==> config.mk <==
export PLATFORM = sky130hd
export DESIGN_NAME = seq_det_scheduler
export DESIGN_NICKNAME = d
export VERILOG_FILES = /design/src/rtl/seq_det_scheduler.sv
export SDC_FILE = /design/constraint.sdc
export NUM_CORES = 1
export LEC_CHECK = 0
export CORE_ASPECT_RATIO = 1.4
export CORE_MARGIN = 10
export CORE_UTILIZATION = 52
export CTS_BUF_LIST = sky130_fd_sc_hd__clkbuf_8
export DETAILED_ROUTE_END_ITERATION = 10
export PLACE_DENSITY = 0.95
export SLEW_MARGIN = 20
export SYNTH_ARGS = -nofsm -noshare
export SYNTH_HDL_FRONTEND = slang
export SYNTH_SLANG_ARGS = --single-unit
==> constraint.sdc <==
create_clock -name clk -period 6.6 [get_ports clk]
set_clock_uncertainty 0.2 [all_clocks]
set_input_delay 1.32 -clock clk [delete_from_list [all_inputs] [get_ports clk]]
set_output_delay 1.32 -clock clk [all_outputs]
set_load 0.01 [all_outputs]
==> src/rtl/seq_det_scheduler.sv <==
// Time-shares one serial sequence detector among N word requesters and reports per-word hit counts.
// Build option: define SEQ_SCHED_FIXED_PRIO_EN for lowest-index-wins arbitration (no round-robin pointer).
module seq_det_scheduler #(
    parameter int N       = 4,
    parameter int W       = 8,
    parameter int DET_LAT = 1,
    parameter int IDW     = $clog2(N),
    parameter int CW      = $clog2(W + 1)
) (
    input  logic             clk,
    input  logic             reset,
    input  logic [N-1:0]     req_valid,
    input  logic [N*W-1:0]   req_data,
    output logic [N-1:0]     req_ready,
    output logic             det_reset,
    output logic             det_valid,
    output logic             det_bit,
    input  logic             det_hit,
    output logic             res_valid,
    output logic [IDW-1:0]   res_id,
    output logic [CW-1:0]    res_count
);

    localparam logic [2:0] ST_IDLE   = 3'd0;
    localparam logic [2:0] ST_CLEAR  = 3'd1;
    localparam logic [2:0] ST_SHIFT  = 3'd2;
    localparam logic [2:0] ST_DRAIN  = 3'd3;
    localparam logic [2:0] ST_REPORT = 3'd4;

    localparam int BCW = (W > 1) ? $clog2(W) : 1;
    localparam int DCW = (DET_LAT > 1) ? $clog2(DET_LAT) : 1;
    localparam logic [IDW:0]   NUM_REQ  = (IDW + 1)'(N);
    localparam logic [BCW-1:0] LAST_BIT = BCW'(W - 1);
    localparam logic [DCW-1:0] LAST_DRN = DCW'(DET_LAT - 1);

    // Requester index following idx, wrapping at N-1.
    function automatic logic [IDW-1:0] wrap_inc(input logic [IDW-1:0] idx);
        logic [IDW-1:0] nxt;
        if (idx == IDW'(N - 1)) begin
            nxt = '0;
        end else begin
            nxt = idx + IDW'(1);
        end
        return nxt;
    endfunction

    logic [2:0]         state_r;
    logic [W-1:0]       shreg_r;
    logic [BCW-1:0]     bit_cnt_r;
    logic [DCW-1:0]     drain_cnt_r;
    logic [DET_LAT-1:0] tag_r;
    logic [DET_LAT-1:0] tag_next_s;
    logic [CW-1:0]      count_r;
    logic [IDW-1:0]     id_r;
    logic               det_reset_r;
    logic               det_valid_r;
    logic               det_bit_r;
    logic               res_valid_r;
`ifndef SEQ_SCHED_FIXED_PRIO_EN
    logic [IDW-1:0]     rr_ptr_r;
`endif

    logic [IDW-1:0]     grant_idx_s;
    logic               grant_found_s;
    logic [IDW:0]       cand_s;
    logic               accept_s;

    // Arbitration: scan candidates starting at the pointer (or at index 0 in fixed priority).
    always_comb begin
        grant_idx_s   = '0;
        grant_found_s = 1'b0;
        cand_s        = '0;
        for (int i = 0; i < N; i++) begin
`ifdef SEQ_SCHED_FIXED_PRIO_EN
            cand_s = (IDW + 1)'(i);
`else
            cand_s = {1'b0, rr_ptr_r} + (IDW + 1)'(i);
            if (cand_s >= NUM_REQ) begin
                cand_s = cand_s - NUM_REQ;
            end else begin
                cand_s = cand_s;
            end
`endif
            if (!grant_found_s && req_valid[cand_s[IDW-1:0]]) begin
                grant_found_s = 1'b1;
                grant_idx_s   = cand_s[IDW-1:0];
            end else begin
                grant_found_s = grant_found_s;
            end
        end
    end

    // Acceptance is offered only in IDLE and never while reset is held.
    always_comb begin
        accept_s  = (state_r == ST_IDLE) && grant_found_s && !reset;
        req_ready = '0;
        if (accept_s) begin
            req_ready[grant_idx_s] = 1'b1;
        end else begin
            req_ready = '0;
        end
    end

    // Tag pipeline next value: bit 0 marks a cycle that presented a word bit.
    always_comb begin
        tag_next_s    = tag_r << 1;
        tag_next_s[0] = det_valid_r;
    end

    // Main controller: state, serializer, counters and registered detector/result outputs.
    always_ff @(posedge clk) begin
        if (reset) begin
            state_r     <= ST_IDLE;
            shreg_r     <= '0;
            bit_cnt_r   <= '0;
            drain_cnt_r <= '0;
            tag_r       <= '0;
            count_r     <= '0;
            id_r        <= '0;
            det_reset_r <= 1'b0;
            det_valid_r <= 1'b0;
            det_bit_r   <= 1'b0;
            res_valid_r <= 1'b0;
`ifndef SEQ_SCHED_FIXED_PRIO_EN
            rr_ptr_r    <= '0;
`endif
        end else begin
            tag_r <= tag_next_s;
            // Only hits aligned with a presented word bit are counted.
            if (tag_r[DET_LAT-1] && det_hit) begin
                count_r <= count_r + CW'(1);
            end else begin
                count_r <= count_r;
            end
            case (state_r)
                ST_IDLE: begin
                    if (accept_s) begin
                        shreg_r     <= req_data[int'(grant_idx_s) * W +: W];
                        id_r        <= grant_idx_s;
                        count_r     <= '0;
                        det_reset_r <= 1'b1;
                        state_r     <= ST_CLEAR;
`ifndef SEQ_SCHED_FIXED_PRIO_EN
                        rr_ptr_r    <= wrap_inc(grant_idx_s);
`endif
                    end else begin
                        state_r <= ST_IDLE;
                    end
                end
                ST_CLEAR: begin
                    det_reset_r <= 1'b0;
                    det_valid_r <= 1'b1;
                    det_bit_r   <= shreg_r[W-1];
                    shreg_r     <= shreg_r << 1;
                    bit_cnt_r   <= '0;
                    state_r     <= ST_SHIFT;
                end
                ST_SHIFT: begin
                    if (bit_cnt_r == LAST_BIT) begin
                        det_valid_r <= 1'b0;
                        det_bit_r   <= 1'b0;
                        drain_cnt_r <= '0;
                        state_r     <= ST_DRAIN;
                    end else begin
                        det_bit_r <= shreg_r[W-1];
                        shreg_r   <= shreg_r << 1;
                        bit_cnt_r <= bit_cnt_r + BCW'(1);
                        state_r   <= ST_SHIFT;
                    end
                end
                ST_DRAIN: begin
                    if (drain_cnt_r == LAST_DRN) begin
                        res_valid_r <= 1'b1;
                        state_r     <= ST_REPORT;
                    end else begin
                        drain_cnt_r <= drain_cnt_r + DCW'(1);
                        state_r     <= ST_DRAIN;
                    end
                end
                ST_REPORT: begin
                    res_valid_r <= 1'b0;
                    state_r     <= ST_IDLE;
                end
                default: begin
                    det_reset_r <= 1'b0;
                    det_valid_r <= 1'b0;
                    det_bit_r   <= 1'b0;
                    res_valid_r <= 1'b0;
                    state_r     <= ST_IDLE;
                end
            endcase
        end
    end

    assign det_reset = det_reset_r;
    assign det_valid = det_valid_r;
    assign det_bit   = det_bit_r;
    assign res_valid = res_valid_r;
    assign res_id    = id_r;
    assign res_count = count_r;

endmodule

==> Word-level counts from Yosys, hierarchy flattened <==
Index checks and enable logic that the tools add are counted.
{ "totals": {"reg_bits": 28, "output_inout_bits": 14} }
{ "classes": {"add_sub_neg": 11, "magnitude_cmp": 10, "n_eq_ne": 10, "shift": 1, "mux": 46, "bitwise_logic": 3, "n_reduce_logical": 25} }
{ "op_table": {"columns": ["cell", "count"], "rows": [
  ["32-bit by 6-bit variable part select with 8-bit output", 1],
  ["8-bit one-hot mux with 3 select lines", 1],
  ["2-bit two-way mux", 9],
  ["1-bit two-way mux", 16],
  ["4-bit two-way mux", 4],
  ["8-bit two-way mux", 2],
  ["2-bit by 3-bit < comparator with 1-bit output, second input constant", 5],
  ["3-bit one-hot mux with 4 select lines", 1],
  ["2-bit AND reduction", 6],
  ["3-bit >= comparator, second input constant", 3],
  ["3-bit OR reduction", 3],
  ["1-bit binary-select mux with 2-bit select", 4],
  ["2-bit inequality test, second input constant", 4],
  ["2-bit by 1-bit subtractor with 2-bit output, second input constant", 4],
  ["1-bit logical AND", 7],
  ["2-bit by 2-bit adder with 3-bit output, second input constant", 2],
  ["3-bit by 2-bit equality test with 1-bit output, second input constant", 2],
  ["3-bit equality test, second input constant", 2],
  ["3-bit two-way mux", 2],
  ["1-bit one-hot mux with 2 select lines", 3],
  ["1-bit one-hot mux with 3 select lines", 2],
  ["3-bit one-hot mux with 2 select lines", 1],
  ["4-bit by 1-bit adder with 4-bit output, second input constant", 1],
  ["1-bit zero test", 4],
  ["other kinds (14)", 17]
]} }

==> Depth between registers and ports, before layout <==
{ "logic_depth": {"word_depth": 19, "mapped_depth": 8} }

==> Worst setup path after synthesis <==
No wires, ideal clock.
{ "synth_path": {"path_kind": "input to output", "startpoint": "input req_valid[2]", "endpoint": "output req_ready[0]", "arrival_time_ns": 2.750, "required_ns": 5.080, "slack_ns": 2.330, "stages": 7, "path_cell_list": "nor2b_1 or4_1 clkbuf_1 nand2_2 inv_2 ha_1 and2_1"} }
{ "synth_between": {"elab_chain_len": 17} }
{ "synth_lines": {"columns": ["item", "line", "rtl"], "rows": [
  ["from (decl)", "12", "input logic [N-1:0] req_valid,"],
  ["1-bit binary-select mux with 2-bit select", "84", "if (!grant_found_s && req_valid[cand_s[IDW-1:0]]) begin"],
  ["1-bit two-way mux (implied by the code)", "84", null],
  ["1-bit two-way mux", "84", null],
  ["1-bit zero test", "84", null],
  ["1-bit logical AND", "84", null],
  ["1-bit two-way mux", "84", null],
  ["1-bit zero test", "84", null],
  ["1-bit logical AND", "84", null],
  ["(+2 left out)", null, null],
  ["1-bit logical AND", "84", null],
  ["2-bit two-way mux (*)", "84", null],
  ["named net grant_idx_s[0]", "63", "logic [IDW-1:0] grant_idx_s;"],
  ["2-bit by 3-bit < comparator with 1-bit output (implied by the code) or 2-bit by 1-bit >= comparator with 1-bit output (tied branches)", "98", "req_ready[grant_idx_s] = 1'b1;"],
  ["1-bit logical AND (implied by the code)", "98", null],
  ["1-bit two-way mux (implied by the code)", "98", null],
  ["1-bit demux with 2-bit select (*)", "98", null],
  ["4-bit two-way mux (*)", "97", "if (accept_s) begin"],
  ["to (decl)", "14", "output logic [N-1:0] req_ready,"]
]} }
Mark *: on every way through the listed nets, which the timed path passes. The rest lies on a longest branch. The select of a mux whose other input is x is not followed.

==> Worst setup path after layout <==
{ "layout_path": {"startpoint": "input req_valid[1]", "endpoint": "output req_ready[2]"} }
The elaborated chain is that of the path after synthesis.

==> summary.md <==
| Metric | Value |
|---|---|
| Pins Over Slew Limit | 0 |
| Synth warnings | 0 |
| Crit path capture type | primary output |
| Post-layout min period | 5.449 ns |
| Sequential area share after synthesis | 0.3174 |
| Num CTS Buffers | 3 |
| Peak VDD IR | 156.3 uV |
| Clock transition at path regs | 0.09 ns |
| Post-CTS setup buffers | 0 |
| Critical Path Fanout Max | 10 |
| Max Buffers Root-to-Sink | 2 |
| Diode count | 0 |
| Worst-margin pin slew | 0.8901 ns |
| Ys async rst share | 0 |
| Largest net degree at the start of global routing | 30 |
| DIE AREA | 5996 um^2 |
| Avg WL per Cell | 18.11 um |
| Cell area after synthesis | 1703 um^2 |
| First-pass GRT wire length | 8.528 mm |
| Critical Path RT | 5.08 ns |
| Drt initial violations | 97 |
| Pwr per Cell Area | 293.8 nW/um^2 |
| Layout cells sized above 1 | 0.08264 |
| Input/output buffers | 52 |
| Overall Global Routing Usage | 0.1797 |
| EDFF count, synth | 0 |
| Router iterations before antenna repair | 4 |
| RSZ-0062 raised after global routing | false |
| Avg Cell Area, Syn | 8.600 um^2 |
| Int Power | 0.0003952 W |
| DP HPWL | 3.976 mm |
| Root buf cell | clkbuf_8 |
| Area grow syn2layout | 32.70% |
| Syn_nets | 244 |
| Rel. slew slack | 0.4015 |
| CTS tree | yes |
| F_max | 0.1835 GHz |
| Leakage | 0.8530 nW |
| Fraction of the cycle the final worst path needs | 0.8256 |
| Count of cell types in the netlist | 50 |
| Post-CTS resize count | 0 |
| Critical path class | in -> out |
| HP Class | reg -> reg |
| Dpl cells | 277 |
| Post-route ant nets | 0 |
| Comb power frac | 0.492 |
| Effective utilization at floorplan | 0.5453 |
| Vias in the first global route | 1828 |
| Htree depth | 1 |
| Vias | 1716 |
| Via density | 6.107 |
| Post-synthesis cell count | 198 |
| Arrival time worst endpoint | 3.93 ns |
| Max-Cap Viols | 0 |
| Worst-Skew Late Latency | 0.28 ns |
| Hold_buf cts | 0 |
| Fin nets | 289 |
| Flops & latches, synth | 27 |
| Critical Path Source Type | input port |
| Final Hold Fails | 0 |
| P_sw | 0.0002687 W |
| Final wirelength | 5.090 mm |
| Die extent in y | 87.71 um |
| Non-Filler Instances | 281 |
| CTS sink cnt | 27 |
| DRC | 0 |
| Part of the power in the clock network | 0.146 |
| Rows | 24 |
| Main synth FF type | dfxtp_1 |
| Overflow after GRT | 0 |
| Initial antenna violation count | 0 |
| GP Congestion | 0.8873 |
| Die X | 68.37 um |
| Core Box Area | 3123 um^2 |
| Final setup fails | 0 |
| Num ports | 53 |
| Outcome | complete, no violations |
| Sequential share of power | 0.362 |
| Sw frac | 0.4047 |
| Setup TNS | 0 ns |
## Yosys cell counts, drive strengths merged, types with 3 or more instances
| cell | count | area share |
|---|---|---|
| dfxtp | 27 | 0.32 |
| a21oi | 14 | 0.041 |
| nor2 | 12 | 0.026 |
| nand2 | 10 | 0.024 |
| nand3 | 10 | 0.029 |
| a2111oi | 8 | 0.056 |
| o21bai | 8 | 0.035 |
| a311oi | 7 | 0.036 |
| and3 | 7 | 0.026 |
| buf | 7 | 0.028 |
| clkbuf | 7 | 0.015 |
| ha | 7 | 0.051 |
| o21a | 7 | 0.031 |
| nor3 | 6 | 0.018 |
| o21ai | 6 | 0.018 |
| and2 | 5 | 0.018 |
| inv | 5 | 0.011 |
| nand2b | 4 | 0.015 |
| nor2b | 4 | 0.015 |
| a22oi | 3 | 0.013 |
| nor4 | 3 | 0.015 |
| or2 | 3 | 0.011 |
## layout make-up
class | count | area [um^2]
Multi-Input combinational cell | 152 | 1070
Fill cell | 238 | 863.3
Sequential cell | 27 | 540.5
Timing Repair Buffer | 54 | 535.5
Tap cell | 39 | 48.80
Clock buffer | 3 | 41.29
Inverter | 5 | 18.77
Clock inverter | 1 | 5.005
## per-layer routing
metal  up-vias  track usage  routed length (um)
met5         -            0                   0
met4         0      0.08991                 204
met3        14      0.02941                 241
met2        58       0.3277                2728
met1       814       0.1888                1915
li1        830            -                   -
## through the flow
stage | utilization | power, W | area (um^2) | hold WS, ns | setup slack (ns)
floorplan | - | 0.0004685 | 1703 | 0.2365 | 2.330
global placement | 0.7087 | 0.0005531 | 2213 | 0.2357 | 1.246
detailed placement | 0.7087 | 0.0005646 | 2213 | 0.2592 | 1.143
CTS | 0.7236 | 0.0006604 | 2260 | 0.2767 | 1.143
global route | 0.7236 | 0.0007146 | 2260 | 0.3026 | 1.017
finish | 0.7236 | 0.0006639 | 2260 | 0.2832 | 1.151
## final timing paths
path                                               from                      end  slack [ns]  cells after the start
worst max-delay path                       req_valid[1]             req_ready[2]        1.15                      8
worst min-delay path            shreg_r[7]$_SDFFE_PP0P_     det_bit$_SDFFE_PP0P_        0.28                      2
worst max register to register    state_r[1]$_SDFF_PP0_  shreg_r[5]$_SDFFE_PP0P_        4.04                      5
worst min register to register  shreg_r[7]$_SDFFE_PP0P_     det_bit$_SDFFE_PP0P_        0.28                      2
## cells by family (layout without fill, tap and decap cells)
kind of cell / Yosys count / after routing / synth area share
AO/OA/AOI/OAI: 67 / 67 / 0.3042
flip-flops: 27 / 27 / 0.3174
multiplexers: 2 / 2 / 0.01176
adder cells (fa/ha/maj): 7 / 7 / 0.05143
AND/OR/NAND/NOR: 72 / 72 / 0.2403
buffers and inverters: 19 / 63 / 0.05437
XOR/XNOR: 4 / 4 / 0.02058
## power groups by stage
stage	registers, W	logic (W)	clock network (W)
2_1_floorplan	0.000228	0.000240	0
3_3_place_gp	0.000240	0.000314	0
3_5_place_dp	0.000242	0.000323	0
4_1_cts	0.000239	0.000324	0.0000969
5_1_grt	0.000247	0.000364	0.000104
6_report	0.000240	0.000327	0.0000970
## critical path, stage by stage
cell and delay (ns):
clkdlybuf4s50_1 0.56, nor2b_1 0.09, or4_1 0.65, nand2_2 0.28
inv_2 0.17, ha_1 0.21, and2_1 0.14, clkdlybuf4s50_1 0.50
## placed cells by master, fill, tap and decap left out, types with 8 or more instances in the layout
cell type / count
o21bai_1: 8
nand2_1: 9
nand3_1: 10
nor2_1: 12
a21oi_1: 14
dfxtp_1: 27
clkdlybuf4s50_1: 52
## flip-flops by register name, indices dropped and copies added, names as in the netlist
name       count
det_bit        1
res_count      4
tag_r          1
res_valid      1
det_valid      1
det_reset      1
state_r        3
bit_cnt_r      3
rr_ptr_r       2
shreg_r        8
res_id         2
(Power assumes the default switching activity.)
